===== config.mk =====
export PLATFORM = sky130hd
export DESIGN_NAME = mux_nx1_scan
export DESIGN_NICKNAME = d
export VERILOG_FILES = /design/src/rtl/mux_nx1_scan.sv
export SDC_FILE = /design/constraint.sdc
export NUM_CORES = 1
export LEC_CHECK = 0
export ABC_CLOCK_PERIOD_IN_PS = 1800
export CORE_MARGIN = 3
export CORE_UTILIZATION = 46
export CTS_CLUSTER_SIZE = 14
export DETAILED_ROUTE_END_ITERATION = 16
export HOLD_SLACK_MARGIN = 0.03
export PLACE_DENSITY = 0.82
export SLEW_MARGIN = 20
export SYNTH_ARGS = -nofsm -noshare
export SYNTH_HDL_FRONTEND = slang
export SYNTH_SLANG_ARGS = --single-unit

===== constraint.sdc =====
create_clock -name clk -period 1.8 [get_ports clk]
set_input_delay 0.36 -clock clk [delete_from_list [all_inputs] [get_ports clk]]
set_output_delay 0.36 -clock clk [all_outputs]
set_load 0.01 [all_outputs]

===== src/rtl/mux_nx1_scan.sv =====
// Registered N-to-1 multiplexer with manual select or round-robin scan mode.
// All outputs are registered; a dwell counter paces the scan per channel.
module mux_nx1_scan #(
   parameter int WIDTH    = 8,
   parameter int CHANNELS = 4,
   parameter int SEL_W    = 2,
   parameter int DWELL    = 4
) (
   input  logic                      clk,
   input  logic                      rst,
   input  logic [CHANNELS*WIDTH-1:0] in_bus,
   input  logic [SEL_W-1:0]          slt_line,
   input  logic                      mode,
   input  logic                      en,
   output logic [WIDTH-1:0]          out,
   output logic                      out_valid,
   output logic [SEL_W-1:0]          cur_ch,
   output logic                      ch_wrap
);

   localparam int DW     = $clog2(DWELL) + 1;
   localparam int NSLOTS = 2 ** SEL_W;

   localparam logic [DW-1:0]    DWELL_LAST = DW'(DWELL - 1);
   localparam logic [SEL_W-1:0] CH_LAST    = SEL_W'(CHANNELS - 1);
   localparam logic [SEL_W:0]   CH_COUNT   = (SEL_W + 1)'(CHANNELS);

   typedef enum logic [1:0] {
      IDLE   = 2'd0,
      MANUAL = 2'd1,
      SCAN   = 2'd2
   } state_t;

   state_t             state_q, state_d;
   logic [WIDTH-1:0]   out_q, out_d;
   logic               vld_q, vld_d;
   logic [SEL_W-1:0]   cur_q, cur_d;
   logic               wrap_q, wrap_d;
   logic [DW-1:0]      dwell_q, dwell_d;

   // Unpack the bus into a table covering every select code; unused codes read zero
   // so indexing by any SEL_W value stays in range.
   logic [WIDTH-1:0] ch_w [NSLOTS];

   for (genvar k = 0; k < NSLOTS; k++) begin : g_slot
      if (k < CHANNELS) begin : g_used
         assign ch_w[k] = in_bus[k*WIDTH +: WIDTH];
      end else begin : g_unused
         assign ch_w[k] = '0;
      end
   end

   logic             sel_ok;
   logic             at_last_ch;
   logic [SEL_W-1:0] next_ch;

   assign sel_ok     = ({1'b0, slt_line} < CH_COUNT);
   assign at_last_ch = (cur_q == CH_LAST);
   assign next_ch    = at_last_ch ? '0 : cur_q + SEL_W'(1);

   always_comb begin
      state_d = state_q;
      out_d   = out_q;
      cur_d   = cur_q;
      dwell_d = dwell_q;
      vld_d   = 1'b0;
      wrap_d  = 1'b0;

      if (en) begin
         if (!mode) begin
            state_d = MANUAL;
            if (sel_ok) begin
               out_d = ch_w[slt_line];
               cur_d = slt_line;
               vld_d = 1'b1;
            end
         end else begin
            state_d = SCAN;
            vld_d   = 1'b1;
            if (state_q != SCAN) begin
               // Any entry into scan restarts from channel 0 without a wrap pulse.
               cur_d   = '0;
               dwell_d = '0;
               out_d   = ch_w[0];
            end else if (dwell_q == DWELL_LAST) begin
               cur_d   = next_ch;
               dwell_d = '0;
               out_d   = ch_w[next_ch];
               wrap_d  = at_last_ch;
            end else begin
               dwell_d = dwell_q + DW'(1);
               out_d   = ch_w[cur_q];
            end
         end
      end
   end

   always_ff @(posedge clk) begin
      if (rst) begin
         state_q <= IDLE;
         out_q   <= '0;
         vld_q   <= 1'b0;
         cur_q   <= '0;
         wrap_q  <= 1'b0;
         dwell_q <= '0;
      end else begin
         state_q <= state_d;
         out_q   <= out_d;
         vld_q   <= vld_d;
         cur_q   <= cur_d;
         wrap_q  <= wrap_d;
         dwell_q <= dwell_d;
      end
   end

   assign out       = out_q;
   assign out_valid = vld_q;
   assign cur_ch    = cur_q;
   assign ch_wrap   = wrap_q;

endmodule


After elaboration in Yosys (flattened, before gate mapping)
Cells that the tools add are included.
{ "classes": {"addsub": 2, "n_eq_ne": 4, "n_reduce_logical": 3, "bitwise_logic": 6, "n_mux": 20, "magnitude_cmp": 3} }
{ "ops": {"columns": ["cell", "count"], "rows": [
  ["two-way mux 8 bit", 9],
  ["binary-select mux 8 bit (select 2 bit)", 3],
  ["two-way mux 2 bit", 5],
  [">= comparator 3 bit, second input constant", 3],
  ["NOT 2 -> 3 bit", 3],
  ["two-way mux 3 bit", 2],
  ["OR reduction 5 bit", 1],
  ["AND reduction 2 bit", 2],
  ["adder 3 x 1 -> 3 bit, second input constant", 1],
  ["equality test 3 x 2 -> 1 bit, second input constant", 1],
  ["inequality test 3 x 1 -> 1 bit, second input constant", 1],
  ["NOT 1 bit", 3],
  ["adder 2 x 1 -> 2 bit, second input constant", 1],
  ["equality test 2 bit, second input constant", 1],
  ["inequality test 2 bit, second input constant", 1],
  ["two-way mux 1 bit", 1]
]} }
{ "word_totals": {"word_cells": 44, "regBits": 17, "inputBits": 38} }

Longest topological paths before layout
{ "depth": {"word_depth": 9, "mapped_depth": 5, "mapped_depth_nobuf": 5} }

Least setup slack after synthesis
Ideal clock, no wire load.
{ "synth_path": {"kind": "register to register", "start": "reg cur_q[0] (netlist: cur_ch[0])", "end": "reg out_q[0] (netlist: out[0])", "arrival_ns": 1.490, "setup_slack_ns": 0.184, "synth_period_minus_slack_ns": 1.616, "path_stages_with_launch": 6, "n_path_buf": 0, "required_time_ns": 1.674, "cell_sequence": "dfxtp_1 -> ha_1 -> nor2_8 -> mux4_2 -> nor2_1 -> o22ai_1"} }
{ "synth_between": {"elab_chain_cells": 9} }
{ "synth_rtl": {"columns": ["element", "line_no", "source"], "rows": [
  ["start, declared", "37", "logic [SEL_W-1:0] cur_q, cur_d;"],
  ["start signal, assigned", "110", "cur_q <= cur_d;"],
  ["equality test 2 bit", "58", "assign at_last_ch = (cur_q == CH_LAST);"],
  ["net at_last_ch", "54", "logic at_last_ch;"],
  ["two-way mux 2 bit", "59", "assign next_ch = at_last_ch ? '0 : cur_q + SEL_W'(1);"],
  ["NOT 2 -> 3 bit (not written as such)", "88", "out_d = ch_w[next_ch];"],
  ["binary-select mux 8 bit (select 2 bit)", "88", null],
  ["two-way mux 8 bit (not written as such) (2 in a row)", "88", null],
  ["two-way mux 8 bit", "85", "end else if (dwell_q == DWELL_LAST) begin"],
  ["two-way mux 8 bit", "80", "if (state_q != SCAN) begin"],
  ["two-way mux 8 bit", "70", "if (!mode) begin"],
  ["end signal, assigned", "108", "out_q <= out_d;"],
  ["end, declared", "35", "logic [WIDTH-1:0] out_q, out_d;"]
]} }
The timed path passes the listed nets, and every way through them passes these cells. The select of a mux whose other input is x is not followed.
A chain may end at the register's enable or synchronous reset.

Final worst setup path
{ "layout_path": {"start": "reg cur_q[0] (netlist: cur_ch[0])", "end": "out cur_ch[0]"} }
{ "layout_rtl": {"columns": ["element", "line_no", "source"], "rows": [
  ["end, declared", "17", "output logic [SEL_W-1:0] cur_ch,"]
]} }
No word-level cell between the ends.

==> flow_metrics.py <==
metrics = {
    "sta": {
        "finalClockSkew_ns": 0.00523,
        "setup_viol": 0,
        "fin_crit_sh_pct": 97.6,
        "hold_viol_final": 0,
        "fin_crit_ns": 1.76,
        "whs_ns": 0.477,
        "tightest_slew_ns": 0.442,
        "rsz0062_at_grt": "no",
        "finalSetupTns_ns": 0,
        "final_max_slew_viol_count": 0,
        "max_freq_ghz": 0.569,
        "max_slew_margin_pct": 70.5,
    },
    "power": {
        "p_leak_nw": 0.784,
        "ir_worst_vdd_mv": 0.231,
        "cellPowerDensity_mw_per_mm2": 505,
    },
    "clock_tree": {
        "cts_tree": "done",
        "clk-insertion-delay-late_ns": 0.31,
        "cts-root-buf": "clkbuf_4",
        "cts.sinks": 17,
        "clk_pin_slew_ns": 0.10,
        "cts_setup_buffers": 0,
        "numCtsBuffers": 3,
        "cts_buffer_depth": 2,
        "hold_buffers": 0,
        "htreeDepth": 1,
    },
    "floorplan": {
        "coreArea_mm2": 0.00310,
        "ios": 50,
        "die_y_um": 63.4,
        "die_area_mm2": 0.00402,
        "start_util_pct": 48.9,
        "die_x_um": 63.4,
        "fp-row-count": 20,
    },
    "global_routing": {
        "grt_first_pass_wirelength_um": 6920,
        "overflow": 0,
        "grtUsageTotal_pct": 22.2,
        "first_global_vias": 1404,
        "grt_max_degree": 18,
        "antenna_found_initial": 0,
    },
    "placed_design": {
        "routabilityCongestion": 0.831,
        "placed_cells": 212,
        "dp_hpwl_um": 3200,
        "numPortBuffers": 49,
    },
    "synthesis": {
        "synth_warnings": 0,
        "synth_cell_types": 27,
        "synth_area_mm2": 0.00152,
        "synth_fp_nets": 159,
        "synth_area_per_cell_um2": 12.8,
        "ys_seq_elements": 17,
        "seq_area_frac_synth_pct": 22.4,
        "synthCells": 119,
    },
    "finish": {
        "final_common_cell": "clkdlybuf4s50_1",
        "mostFrequentLayoutCells": "clkdlybuf4s50_1, dfxtp_1, mux4_1",
        "layout.nets": 214,
        "fin_util_pct": 68.1,
        "diodes": 0,
        "final_cells": 217,
        "area_delta_synth_final_pct": 39.2,
        "drive_above_1_share_pct": 17.9,
    },
    "route": {
        "firstDrtPassIters": 4,
        "postRouteAntennaNets": 0,
        "viasPerCell": 6.60,
        "route.detailed.wl_per_inst_um": 19.9,
        "drc": 0,
        "dr_total_vias": 1432,
        "routed_wl_um": 4320,
        "drtIter0Drc": 126,
    },
    "critical_path": {
        "cp_data_arrival_time_ns": 1.40,
        "path_max_fanout": 12,
        "path_class": "flip-flop to output port",
        "ff2ff_path_depth": 5,
        "required_ns": 1.44,
        "end_kind": "output port",
        "cp-start-kind": "flip-flop",
    },
    "outcome": {
        "outcome": "finished clean",
    },
    "job": {
        "maxCapViolCount": 0,
    },
    "min_path": {
        "holdPathStages": 2,
        "hp-class": "flip-flop to flip-flop",
    },
}
[cell usage after synthesis (all sizes together)]
cell	number	share of area (%)
nand2b	3	1.2
mux4	24	39
ha	2	1.6
or3	2	0.82
nor2b	1	0.41
buf	4	3.0
nand2	5	2.3
nand3b	1	1.3
nor4b	1	0.58
a311oi	2	1.2
a22oi	8	4.0
a21oi	5	1.6
o22ai	8	3.3
nand3	2	0.66
nor3b	1	0.49
a31oi	1	0.82
nor2	15	5.4
dfxtp	17	22
clkbuf	6	4.1
inv	3	0.74
o221ai	8	4.6
[flip-flops by register name (all words and copies together) (netlist names)]
| register | flops |
|---|---|
| ch_wrap | 1 |
| cur_ch | 2 |
| dwell_q | 3 |
| out | 8 |
| out_valid | 1 |
| state_q | 2 |
[logic make-up after synthesis]
logic type	synth area share, %
mux	39.3
simple gates	13.3
flops	22.4
compound gates	15.5
buf+inv	7.83
fa+ha+maj	1.65
[per-layer routing]
layer | part of all wire, % | track usage (%) | wire (µm) | vias up
met1 | 35 | 26.2 | 1520 | 716
met3 | 7.9 | 2.50 | 343 | 7
met2 | 55 | 40.0 | 2390 | 79
met5 | 0 | 0 | 0 | -
li1 | - | - | - | 630
met4 | 1.7 | 9.70 | 72 | 0
[metrics by stage]
stage,total power [W],setup WS (ns),area [µm²]
floorplan,0.000664,0.184,1520
global placement,0.000829,-0.139,2060
detailed placement,0.000844,-0.183,2060
CTS,0.00107,0.0283,2090
global route,0.00111,0.00873,2110
finish,0.00107,0.0424,2110
[where the power goes]
| part | switching, W | leakage [nW] | internal (W) |
|---|---|---|---|
| logic | 0.000173 | 0.629 | 0.000263 |
| registers | 0.0000141 | 0.140 | 0.000399 |
| clock network | 0.000131 | 0.0150 | 0.0000868 |
[cell type report]
type                            count  area (µm²)
Fill cell                         226         991
Clock buffer                        4        26.3
Multi-Input combinational cell     90        1070
Sequential cell                    17         342
Inverter                            3        11.3
Timing Repair Buffer               59         606
Tap cell                           44        55.1
[worst paths after layout]
check | start | to | slack [ns]
min | state_q[1]$_SDFFE_PP0P_ | state_q[1]$_SDFFE_PP0P_ | 0.48
min reg2reg | state_q[1]$_SDFFE_PP0P_ | state_q[1]$_SDFFE_PP0P_ | 0.48
max reg2reg | cur_ch[0]$_SDFFE_PP0P_ | out[6]$_SDFFE_PP0P_ | 0.15
max | cur_ch[0]$_SDFFE_PP0P_ | cur_ch[0] | 0.04
[what timing repair did]
action,CTS,global route
resized for setup,3,3
hold endpoints to repair,0,0
endpoints found under the setup margin,1,3
pin swaps,0,1
cloned,0,1
[worst max-delay path: stages (launching register included)]
cell	delay, ns
dfxtp_2	0.38
buf_12	0.17
clkdlybuf4s50_1	0.55
Note: power is estimated with default switching activity, not from simulation.
